===== src/rtl/shared_bus_arbiter_if.sv =====
// Bus between four requesters, the round-robin arbiter and the downstream sink.
// The arbiter takes the slave view; whatever drives requests and data takes the master view.
interface shared_bus_arbiter_if;
   logic [3:0]  req;
   logic [31:0] input1;
   logic [31:0] input2;
   logic [31:0] input3;
   logic [31:0] input4;
   logic        out_ready;
   logic [3:0]  gnt;
   logic [1:0]  select;
   logic [31:0] result;
   logic        out_valid;

   modport master (
      output req, input1, input2, input3, input4, out_ready,
      input  gnt, select, result, out_valid
   );

   modport slave (
      input  req, input1, input2, input3, input4, out_ready,
      output gnt, select, result, out_valid
   );
endinterface


===== src/rtl/shared_bus_arbiter.sv =====
// Four-way round-robin arbiter that owns a shared 4:1 32-bit data mux.
// Each grant lasts up to BURST_LEN transfers and is followed by one idle cycle.
module shared_bus_arbiter #(
   parameter int BURST_LEN = 1
) (
   input  logic                  clk,
   input  logic                  rst,
   shared_bus_arbiter_if.slave   bus
);
   typedef enum logic {IDLE, BUSY} state_t;

   localparam logic [3:0] beats_last = 4'(BURST_LEN);

   state_t      state_q, state_d;
   logic [1:0]  ptr_q, ptr_d;
   logic [1:0]  sel_q, sel_d;
   logic [3:0]  beats_q, beats_d;
   logic [3:0]  gnt_q, gnt_d;
   logic [1:0]  winner;
   logic        owner_req;
   logic        grant_end;
   logic        valid;

   // Scan from the highest offset down so the nearest requester at or after ptr wins.
   always_comb begin
      winner = ptr_q;
      for (int k = 3; k >= 0; k--) begin
         if (bus.req[2'(ptr_q + 2'(k))]) winner = 2'(ptr_q + 2'(k));
      end
   end

   // NOTE: every output of this block gets a default first so no latch is inferred.
   always_comb begin
      state_d   = state_q;
      ptr_d     = ptr_q;
      sel_d     = sel_q;
      beats_d   = beats_q;
      gnt_d     = gnt_q;
      valid     = 1'b0;
      grant_end = 1'b0;
      owner_req = bus.req[sel_q];

      case (state_q)
         IDLE: begin
            if (|bus.req) begin
               state_d = BUSY;
               sel_d   = winner;
               gnt_d   = 4'b0001 << winner;
               beats_d = 4'd0;
            end
         end
         BUSY: begin
            valid = owner_req;
            if (!owner_req) begin
               grant_end = 1'b1;
            end else if (bus.out_ready) begin
               beats_d = beats_q + 4'd1;
               if (beats_q + 4'd1 == beats_last) grant_end = 1'b1;
            end
            if (grant_end) begin
               state_d = IDLE;
               ptr_d   = sel_q + 2'd1;
               gnt_d   = 4'b0000;
            end
         end
         default: state_d = IDLE;
      endcase
   end

   // NOTE: sequential state uses non-blocking assignments so all registers update together.
   always_ff @(posedge clk or posedge rst) begin
      if (rst) begin
         state_q <= IDLE;
         ptr_q   <= 2'd0;
         sel_q   <= 2'd0;
         beats_q <= 4'd0;
         gnt_q   <= 4'b0000;
      end else begin
         state_q <= state_d;
         ptr_q   <= ptr_d;
         sel_q   <= sel_d;
         beats_q <= beats_d;
         gnt_q   <= gnt_d;
      end
   end

   always_comb begin
      case (sel_q)
         2'd0:    bus.result = bus.input1;
         2'd1:    bus.result = bus.input2;
         2'd2:    bus.result = bus.input3;
         default: bus.result = bus.input4;
      endcase
   end

   assign bus.gnt       = gnt_q;
   assign bus.select    = sel_q;
   assign bus.out_valid = valid;
endmodule


===== src/flat_wrapper.sv =====
// flat-port wrapper written by rule: the top's interface ports become plain ports
module shared_bus_arbiter_flat 
#(
   parameter int BURST_LEN = 1
)
  (clk, rst, bus_req, bus_input1, bus_input2, bus_input3, bus_input4, bus_out_ready, bus_gnt, bus_select, bus_result, bus_out_valid);
  shared_bus_arbiter_if bus_i ();
  input  logic clk;
  input  logic rst;
  input wire logic [$bits(bus_i.req)-1:0] bus_req;
  input wire logic [$bits(bus_i.input1)-1:0] bus_input1;
  input wire logic [$bits(bus_i.input2)-1:0] bus_input2;
  input wire logic [$bits(bus_i.input3)-1:0] bus_input3;
  input wire logic [$bits(bus_i.input4)-1:0] bus_input4;
  input wire logic [$bits(bus_i.out_ready)-1:0] bus_out_ready;
  output wire logic [$bits(bus_i.gnt)-1:0] bus_gnt;
  output wire logic [$bits(bus_i.select)-1:0] bus_select;
  output wire logic [$bits(bus_i.result)-1:0] bus_result;
  output wire logic [$bits(bus_i.out_valid)-1:0] bus_out_valid;
  assign bus_i.req = bus_req;
  assign bus_i.input1 = bus_input1;
  assign bus_i.input2 = bus_input2;
  assign bus_i.input3 = bus_input3;
  assign bus_i.input4 = bus_input4;
  assign bus_i.out_ready = bus_out_ready;
  assign bus_gnt = bus_i.gnt;
  assign bus_select = bus_i.select;
  assign bus_result = bus_i.result;
  assign bus_out_valid = bus_i.out_valid;
  shared_bus_arbiter #(.BURST_LEN(BURST_LEN)) u_core (.clk(clk), .rst(rst), .bus(bus_i));
endmodule

===== config.mk =====
export PLATFORM = sky130hd
export DESIGN_NAME = shared_bus_arbiter_flat
export DESIGN_NICKNAME = d
export VERILOG_FILES = /design/src/rtl/shared_bus_arbiter_if.sv /design/src/rtl/shared_bus_arbiter.sv /design/src/flat_wrapper.sv
export SDC_FILE = /design/constraint.sdc
export NUM_CORES = 1
export LEC_CHECK = 0
export CORE_ASPECT_RATIO = 1.5
export CORE_MARGIN = 10
export CORE_UTILIZATION = 26
export DETAILED_ROUTE_END_ITERATION = 10
export PLACE_DENSITY_LB_ADDON = 0.2
export SYNTH_ARGS = -nofsm -noshare
export SYNTH_HDL_FRONTEND = slang
export SYNTH_SLANG_ARGS = --single-unit

===== constraint.sdc =====
create_clock -name clk -period 1.72 [get_ports clk]
set_input_delay 0.344 -clock clk [delete_from_list [all_inputs] [get_ports clk]]
set_output_delay 0.344 -clock clk [all_outputs]
set_load 0.05 [all_outputs]

# After elaboration in Yosys (flattened, before gate mapping)
# Index checks and enable logic that the tools add are counted.
# W data, S select, Z words.
totals:
  reg_bits: 13
  input_bits: 135
  output_inout_bits: 39
  elab_cells: 60
classes:
  n_addsub: 5
  order_cmp: 5
  eq_ne: 7
  n_shift: 1
  n_mux: 30
  n_bitwise: 1
  n_reduce_logical: 6
ops:
  columns: ["cell", "n"]
  rows:
  - ["$pmux W32 S3", 1]
  - ["$mux W4", 5]
  - ["$pmux W4 S2", 2]
  - ["$lt A2 B3 Y1 const B", 5]
  - ["$mux W1", 12]
  - ["$bmux W1 S2", 5]
  - ["$mux W2", 4]
  - ["$ne A2 B2 Y1 const B", 3]
  - ["$reduce_and A2 Y1", 3]
  - ["$add A2 B1 Y2 const B", 2]
  - ["$add A2 B2 Y2 const B", 2]
  - ["$add A4 B1 Y4 const B", 1]
  - ["$eq A4 B1 Y1 const B", 1]
  - ["$reduce_or A4 Y1", 1]
  - ["$shl A1 B2 Y4 const A", 1]
  - ["$reduce_and A3 Y1", 1]
  - ["$eq A2 B1 Y1 const B", 1]
  - ["$eq A2 B2 Y1 const B", 1]
  - ["$logic_not A2 Y1", 1]
  - ["$ne A2 B1 Y1 const B", 1]
  - ["$pmux W1 S2", 1]
  - ["$not A1 Y1", 1]

# Depth between registers and ports, before layout
# Gate-level depths: netlist of the first run.
depth:
  ltp_word: 10
  depth_mapped: 6
  ltp_nobuf: 6

# Worst setup path before layout of the first run
# OpenSTA, ideal clock, no wires.
synth_path:
  path_type: "register -> output"
  startpoint: "register u_core.sel_q[1], in the netlist u_core.bus.select[1]"
  endpoint: "output bus_result[0]"
  arrival_time_ns: 2.520
  required_time_ns: 1.376
  slack_ns: -1.144
  path_stages_with_launch: 5
  n_path_buf: 2
  cell_sequence: "dfrtp_1 -> ha_1 -> clkbuf_1 -> buf_1 -> mux2i_1"
synth_via:
  elab_chain_len: 2
  elab_cells_between_ends: 4
  cone_classes: "eq/ne (2); mux (1); reduce/logical (1)"
synth_lines:
  columns: ["item", "line", "text"]
  rows:
  - ["from (decl)", "shared_bus_arbiter.sv:16", "logic [1:0] sel_q, sel_d;"]
  - ["from (signal assigned)", "shared_bus_arbiter.sv:81", "sel_q <= sel_d;"]
  - ["$eq A2 B2 Y1, or another cell as far along", "shared_bus_arbiter.sv:88", "case (sel_q)"]
  - ["$pmux W32 S3 *", "shared_bus_arbiter.sv:88", null]
  - ["to (decl)", "flat_wrapper.sv:18", "output wire logic [$bits(bus_i.result)-1:0] bus_result;"]
# Every way passes the cells marked *; elsewhere a longest branch is shown, timed or not.

# Worst setup path after layout of the first run
layout_path:
  startpoint: "register u_core.sel_q[0], in the netlist u_core.bus.select[0]"
  endpoint: "output bus_result[3]"
# Same word-level chain as after synthesis.

==> summary.md, run 1 <==
| Metric | Value |
|---|---|
| Status | `finished with violations` |
| Failing checks | `negative setup slack` |
| Area of the core | `between 5000 and 6000 um2` |
| CP Capture Type | `primary output` |
| Peak supply drop | `1.81 mV` |
| Hpwl dp | `8790 um` |
| Final Hold Fails | `0` |
| Final Max Tran Viols | `0` |
| Crit-path max FO | `10` |
| Die extent in y | `between 100 and 150 um` |
| Pleak | `around 2.0 nW` |
| Post-Synthesis Cells | `about 180` |
| Clock Tree Root | `clkbuf_8` |
| Later-pin clock latency in the skew report | `0.24 ns` |
| Synthesized area | `about 1600 um2` |
| Sequential share of power | `5.2%` |
| Die X | `83.7 um` |
| Hold WS | `0.421 ns` |
| Most frequent cells in the layout | `clkdlybuf4s50_1 (134), buf_4 (47), buf_12 (41)` |
| Fin crit share | `130%` |
| Yosys reg bits | `13` |
| Hold Buf Count CTS | `0` |
| Area post-placement | `4570 um2` |
| Largest net degree at the start of global routing | `22` |
| Internal power | `a little under 6 mW` |
| Bufs and invs on worst path | `4` |
| Slowest cell on the critical path | `a222oi_1` |
| FP Rows | `34` |
| Post-synthesis cell type count | `32` |
| Clock skew | `around 0.00043 ns` |
| Critical path class | `flip-flop to primary output` |
| Clock sink count | `13` |
| Max-cap violation count | `0` |
| Crit path max-delay family | `buffers and inverters` |
| Commonest non-fill, non-tap cell in the layout | `clkdlybuf4s50_1` |
| Clk pwr share | `between 2 and 3%` |
| Worst R2R Path Depth | `5` |
| Antenna Cells | `0` |
| Nets | `approximately 540` |
| DRC Markers | `0` |
| Final Util | `between 80% and 90%` |
| Syn Area/Cell | `about 8.6 um2` |
| Design Area, Final | `4740 um2` |
| Die area | `between 9000 and 10000 um2` |
| Comb power frac | `~92%` |
| CTS tree | `built` |
| Starting density of the core | `between 20% and 30%` |
| Switch share | `between 40 and 50%` |
| Slew headroom | `65.4%` |
| PnR worst setup slack | `-0.519 ns` |
| Worst path max stage delay | `~0.43 ns` |
| Worst EP arrival | `1.90 ns` |
| Clk slew on worst S/H paths | `0.05 ns` |
| Drt first pass iters | `9` |
| Clk buf depth | `2` |
| First-pass GRT wire length | `15200 um` |
| Buffers added on ports | `between 150 and 200` |
| Worst Path Required | `between 1 and 1.5 ns` |
| Vias after detailed routing | `2503` |
| Critical path startpoint category | `flip-flop` |
| Routed Antenna Nets | `0` |
| Register area share after synthesis | `between 20 and 25%` |
| Grt ovf | `0` |
| RSZ-0062 raised after global routing | `yes` |
| Placer congestion estimate | `0.803` |
| Switch Pwr | `between 5 and 6 mW` |
| Htree depth | `1` |
| Worst Tran Pin Value | `between 0.5 and 0.6 ns` |
| Routed WL per cell | `around 23 um` |
| Synthesized Nets | `between 300 and 400` |
| Boundary Pins | `174` |
| GR Util All Layers | `~19%` |
| HP Class | `primary input to async pin` |
| Area growth syn-to-layout | `199%` |
| Peak Freq | `between 0.4 and 0.5 GHz` |
| Finish-stage setup viols | `39` |
| CP Depth | `7` |
| Ys Warns | `0` |
| Cts bufs inserted | `3` |
| Initial antenna violation count | `0` |
| Cell breakdown of the critical path | `inv_4 > ha_4 > buf_8 > a222oi_1 > buf_4 > mux2i_4 > buf_12` |
| PwrDens | `between 2000 and 2500 nW/um2` |
| Vias/cell | `roughly 5.3` |
| Detailed Route Iter0 Violations | `approximately 210` |
| Crit path time final | `2.24 ns` |
| Layout cell share with drive strength beyond 1 | `between 30 and 40%` |
| Detailed Route WL | `~11000 um` |
| Fillers | `approximately 350` |
| Vias in the first global route | `2737` |
cell families after synthesis:
logic type / count (synthesis) / share of synthesized area [%]
buf+inv: 54 / 13.0
compound gates: 53 / 30.3
mux: 35 / 23.2
simple gates: 22 / 7.58
flops: 13 / 20.5
fa+ha+maj: 6 / 4.74
xor+xnor: 1 / 0.553
power groups by stage:
stage,clock network (mW),logic [mW],registers [mW]
after floorplan,0,5.01,0.791
after global placement,0,9.66,0.550
after detailed placement,0,9.79,0.553
after CTS,0.277,9.95,0.559
after global routing,0.287,10.5,0.582
final,0.270,10.2,0.567
routing by layer:
metal / track usage (%) / share of wire, % / wire, um / vias up
met2: 38.9 / 58 / 6210 / 128
met1: 19.7 / 33 / 3580 / 1208
met4: 4.37 / 1.7 / 184 / 0
met3: 4.35 / 7.6 / 817 / 11
met5: 0 / 0 / 0 / -
li1: - / - / - / 1156
registers in the layout, indices dropped and copies added, names as in the netlist:
signal and flops:
u_core.beats_q 4, u_core.bus.gnt 4, u_core.bus.select 2, u_core.ptr_q 2, u_core.state_q 1
stage by stage:
step | power (mW) | setup WS, ns | instances | setup TNS [ns]
floorplan | 5.80 | -0.297 | 184 | -8.98
global placement | 10.2 | -0.266 | 465 | -6.66
detailed placement | 10.3 | -0.261 | 465 | -7.70
CTS | 10.8 | -0.492 | 471 | -14.01
global route | 11.3 | -0.567 | 474 | -17.17
finish | 11.0 | -0.519 | 474 | -14.63
area by class of cell:
class	count	area (um2)	share of cell area (%)
flip-flops and latches	13	328	6.92
inverters	40	153	3.22
multi-input cells	117	1500	31.7
clock buffers	4	45.0	0.951
well taps	72	90.1	1.90
repair buffers	228	2620	55.3
cell usage after synthesis (all sizes together):
master    n  area share [%]
nor2      3            0.71
o41ai     1             1.0
a31o      1            0.55
clkbuf   10             2.4
o21a      1            0.47
a222oi   32              20
a2bb2oi   1            0.55
ha        6             4.7
mux4      1             1.4
mux2      1            0.95
buf       4             1.2
nand4b    1            0.55
nor2b     3             1.2
dfrtp    13              21
o22a      1            0.55
inv      40             9.5
nor3      1            0.32
o21ai     6             1.9
and2      1            0.55
xor2      1            0.55
a21o      2            0.95
mux2i    33              21
nand2b    2            0.79
a32o      4             2.6
nand2     6             1.9
a21oi     3            0.95
nand3     5             1.6
o221ai    1            0.55
worst paths after layout:
check	from	slack, ns	endpoint
worst min-delay path	rst	0.42	u_core.state_q
worst min register to register	u_core.beats_q[3]	0.54	u_core.beats_q[3]
min in group clk	u_core.beats_q[3]	0.54	u_core.beats_q[3]
worst max-delay path	u_core.bus.select[0]	-0.52	bus_result[3]
worst max register to register	u_core.bus.select[1]	-0.16	u_core.ptr_q[1]
max in group asynchronous	rst	0.94	u_core.bus.select[0]
what timing repair did:
| action | CTS | global route |
|---|---|---|
| pin swaps | 12 | 5 |
| gates cloned | 0 | 2 |
| gates resized for setup | 7 | 3 |
| setup buffers | 2 | 1 |
| endpoints found under the setup margin | 36 | 40 |
Power figures use the tool's default switching activity.
==> run 2, diff against run 1 <==
--- a/config.mk
+++ b/config.mk
@@ -7,8 +7,9 @@
 export LEC_CHECK = 0
 export CORE_ASPECT_RATIO = 1.5
 export CORE_MARGIN = 10
-export CORE_UTILIZATION = 26
+export CORE_UTILIZATION = 47
 export DETAILED_ROUTE_END_ITERATION = 10
+export DONT_BUFFER_PORTS = 1
 export PLACE_DENSITY_LB_ADDON = 0.2
 export SYNTH_ARGS = -nofsm -noshare
 export SYNTH_HDL_FRONTEND = slang
==> run 2 against run 1 <==
Against the previous run:
- the run now fails in global routing
- synthesized cell count did not move
- synthesized area did not move
==> summary.md, run 2 <==
| Metric | Value |
|---|---|
| Status | `aborted with a tool error` |
| Fail Step | `global routing` |
| Err | `[ERROR DPL-0033] detailed placement checks failed during check placement.` |
| Commonest cells in the netlist | `inv_1 (40), mux2i_1 (33), a222oi_1 (32)` |
| Clk buf depth | `2 (unchanged)` |
| Ys Warns | `0 (unchanged)` |
| Die X | `67.4 um (-20%)` |
| Largest area contributor in the netlist | `mux2i_1` |
| Htree depth | `1 (unchanged)` |
| Yosys reg bits | `13 (unchanged)` |
| Post-synth top area share | `20.9% (unchanged)` |
| Buffers added on ports | `0 (-100%)` |
| Starting density of the core | `49.6% (+23 points)` |
| Ys async rst share | `100% (unchanged)` |
| GRT worst endpoint | `bus_result[6]` |
| Post-Synthesis Cells | `184 (unchanged)` |
| Most frequent cell after synthesis | `inv_1` |
| Placed Cells | `257 (-45%)` |
| Die extent in y | `91.1 um (-21%)` |
| Post-synthesis cell type count | `32 (unchanged)` |
| Boundary Pins | `174 (unchanged)` |
| Number of synthesized flops with an enable pin | `0 (unchanged)` |
| Syn Area/Cell | `8.61 um2 (unchanged)` |
| Main combinational cell family by area after synthesis | `compound AO/OA/AOI/OAI gates` |
| Register area share after synthesis | `20.5% (unchanged)` |
| Initial antenna violation count | `0` |
| Post-synthesis simple-gate area fraction | `7.58% (unchanged)` |
| Worst-path endpoint category | `primary output` |
| Hpwl dp | `7270 um (-17%)` |
| Post-synthesis mux area share | `23.2% (unchanged)` |
| Largest net degree at the start of global routing | `23` |
| Synth Area in Adders | `4.74% (unchanged)` |
| FP Rows | `25 (-26%)` |
| Clock Tree Root | `clkbuf_8` |
| Cts bufs inserted | `3 (unchanged)` |
| Xor and xnor fraction of the mapped netlist area | `0.553% (unchanged)` |
| Placer congestion estimate | `0.853 (+6.3%)` |
| Main synth FF type | `dfrtp_1` |
| Top cells by area, synth | `mux2i_1 (21%), dfrtp_1 (21%), a222oi_1 (20%)` |
| Synthesized Nets | `325 (unchanged)` |
| Clock sink count | `13 (unchanged)` |
| Compound-Gate Fraction of Synth Area | `30.3% (unchanged)` |
| Synthesized area | `1580 um2 (unchanged)` |
run 2: cell counts after synthesis:
Identical to the previous run, type by type.
run 2: per-stage QoR:
stage	setup TNS [ns]	setup WS, ns	instance area (um2)
floorplan	-8.98	-0.297	2080
global placement	-4.83	-0.174	2830
detailed placement	-7.74	-0.331	2830
CTS	-17.09	-0.545	3000
run 2: what timing repair did:
item,in CTS
cloned,0
buffers inserted,6
hold buffers,0
setup endpoints to repair,43
pin swaps,11
resized for setup,14
run 2: cell families after synthesis:
group                      after synthesis
buffers and inverters                   54
AOI/OAI and AO/OA                       53
muxes                                   35
and+or+nand+nor                         22
DFF                                     13
adders and majority gates                6
xor gates and xnor gates                 1
==> run 3, diff against run 2 <==
--- a/config.mk
+++ b/config.mk
@@ -5,12 +5,11 @@
 export SDC_FILE = /design/constraint.sdc
 export NUM_CORES = 1
 export LEC_CHECK = 0
-export CORE_ASPECT_RATIO = 1.5
 export CORE_MARGIN = 10
-export CORE_UTILIZATION = 47
+export CORE_UTILIZATION = 32
 export DETAILED_ROUTE_END_ITERATION = 10
 export DONT_BUFFER_PORTS = 1
-export PLACE_DENSITY_LB_ADDON = 0.2
+export PLACE_DENSITY_LB_ADDON = 0.15
 export SYNTH_ARGS = -nofsm -noshare
 export SYNTH_HDL_FRONTEND = slang
 export SYNTH_SLANG_ARGS = --single-unit
==> constraint.sdc (replaced) <==
create_clock -name clk -period 2.24 [get_ports clk]
set_input_delay 0.448 -clock clk [delete_from_list [all_inputs] [get_ports clk]]
set_output_delay 0.448 -clock clk [all_outputs]
set_load 0.05 [all_outputs]
==> run 3 against run 2 <==
Against the previous run:
- the flow now finishes, with violations (negative setup slack)
==> summary.md, run 3 (synthesis gave the netlist of run 1 again) <==
| Metric | Value |
|---|---|
| Slowest cell on the critical path | `a222oi_1` |
| Area of the core | `~4800 um2` |
| CTS tree | `built` |
| Hpwl dp | `6650 um (-8.5%)` |
| Layout cell share with drive strength beyond 1 | `44.2%` |
| Clk slew on worst S/H paths | `approximately 0.050 ns` |
| Crit path time final | `2.36 ns` |
| Failing checks | `negative setup slack` |
| Detailed Route Iter0 Violations | `~140` |
| Peak supply drop | `1.24 mV` |
| GR Util All Layers | `between 10% and 20%` |
| Htree depth | `1 (unchanged)` |
| Worst R2R Path Depth | `7` |
| Clk pwr share | `about 2.7%` |
| Grt ovf | `0` |
| PnR worst setup slack | `-0.117 ns` |
| Crit-path max FO | `11` |
| Setup TNS | `-2.03 ns` |
| Final Hold Fails | `0` |
| CP Capture Type | `primary output` |
| Clk buf depth | `2 (unchanged)` |
| Fin cells | `a little under 300` |
| First-pass GRT wire length | `~12000 um` |
| Peak Freq | `between 0.4 and 0.5 GHz` |
| Crit path max-delay family | `buffers and inverters` |
| Critical path startpoint category | `flip-flop` |
| Die extent in y | `90.4 um (-0.82%)` |
| Switch share | `between 50% and 60%` |
| Fillers | `379` |
| Worst EP arrival | `about 1.9 ns` |
| Commonest non-fill, non-tap cell in the layout | `inv_1` |
| Antenna Cells | `0` |
| Boundary Pins | `174 (unchanged)` |
| Bufs and invs on worst path | `3` |
| Area growth syn-to-layout | `88.1%` |
| Nets | `366` |
| Worst setup slack after placement | `0.0573 ns (+0.389 ns)` |
| Cell breakdown of the critical path | `buf_4 > ha_4 > buf_8 > a222oi_1 > mux2i_4 > buf_12` |
| Slew headroom | `about three fifths` |
| RSZ-0062 raised after global routing | `yes` |
| Vias in the first global route | `approximately 1900` |
| DRC Markers | `0` |
| Vias/cell | `about 6.3` |
| Later-pin clock latency in the skew report | `approximately 0.23 ns` |
| Finish-stage setup viols | `31` |
| Starting density of the core | `33.3% (-16 points)` |
| Worst Path Required | `approximately 1.8 ns` |
| Seq. cell area | `about 330 um2` |
| Pleak | `approximately 1.2 nW` |
| Clock sink count | `13 (unchanged)` |
| Die X | `90.4 um (+34%)` |
| Vias after detailed routing | `1826` |
| PwrDens | `roughly 2500 nW/um2` |
| Critical path class | `flip-flop to primary output` |
| Placer congestion estimate | `0.765 (-10%)` |
| Routed WL per cell | `28.0 um` |
| Initial antenna violation count | `0` |
| Final Max Tran Viols | `0` |
| Cts bufs inserted | `3 (unchanged)` |
| Area of the multi-input gates | `about 1500 um2` |
| Clock skew | `around 0.0012 ns` |
| Worst path max stage delay | `0.45 ns` |
| HP Class | `primary input to async pin` |
| Worst Tran Pin Value | `roughly 0.57 ns` |
| Sequential share of power | `under 10%` |
| Fin crit share | `105%` |
| Routed Antenna Nets | `0` |
| Largest net degree at the start of global routing | `23` |
| Most frequent cells in the layout | `inv_1 (38), buf_12 (35), a222oi_1 (32)` |
| Clock Tree Root | `clkbuf_8` |
| Final Util | `a little over three fifths` |
| CP Depth | `6` |
| FP Rows | `25 (unchanged)` |
| Internal power | `3.63 mW` |
| Hold Buf Count CTS | `0 (unchanged)` |
| Status | `finished with violations` |
| Buffers added on ports | `0 (unchanged)` |
| Drt first pass iters | `8` |
| Detailed Route WL | `about 8000 um` |
| Die area | `just over 8000 um2` |
| Switch Pwr | `approximately 3.7 mW` |
| Comb power frac | `between 80% and 90%` |
| Placed Cells | `279 (+8.6%)` |
| Max-cap violation count | `0` |
==> run 3: per-layer routing <==
metal  global-route usage (%)  vias to the layer above  share of wire (%)
li1                         -                      797                  -
met1                     17.9                      891                 32
met2                     36.1                      130                 55
met3                     5.90                        8                 12
met4                     3.18                        0                1.0
met5                        0                        -                  0
==> run 3: path summary, 6_finish.rpt <==
path | from | to | slack (ns)
worst max-delay path | u_core.bus.select[0] | bus_result[11] | -0.12
worst min-delay path | rst | u_core.bus.gnt[0] | 0.11
worst max register to register | u_core.bus.select[1] | u_core.beats_q[2] | 0.28
min in group clk | bus_out_ready | u_core.beats_q[1] | 0.37
max in group asynchronous | rst | u_core.bus.select[0] | 1.80
worst min register to register | u_core.beats_q[0] | u_core.beats_q[0] | 0.55
==> run 3: power groups by stage <==
stage | clock (mW) | combinational, mW | sequential [mW]
5_1_grt | 0.217 | 6.83 | 0.567
3_3_place_gp | 0 | 6.08 | 0.555
6_report | 0.195 | 6.59 | 0.554
3_5_place_dp | 0 | 6.18 | 0.568
4_1_cts | 0.201 | 6.54 | 0.551
2_1_floorplan | 0 | 3.68 | 0.604
==> run 3: repair_timing <==
item                                    4_1_cts  5_1_grt
endpoints found under the setup margin       32       32
gates resized for setup                      12        5
gates cloned                                  3        1
pin swaps                                    14       10
buffers inserted                              3        1
==> run 3: cell type report <==
cell class,instances,share of cell area (%)
multi-input combinational,117,49.5
timing repair buffer,50,30.1
sequential,13,11.0
inverter,40,5.04
tap,67,2.81
clock buffer,4,1.51
==> run 3: metrics by stage <==
step / power [mW] / instance area (um2) / hold slack, ns
floorplan: 4.28 / 1980 / 0.325
global placement: 6.63 / 2760 / 0.365
detailed placement: 6.75 / 2760 / 0.373
CTS: 7.30 / 2930 / 0.124
global route: 7.62 / 2980 / 0.142
finish: 7.34 / 2980 / 0.107
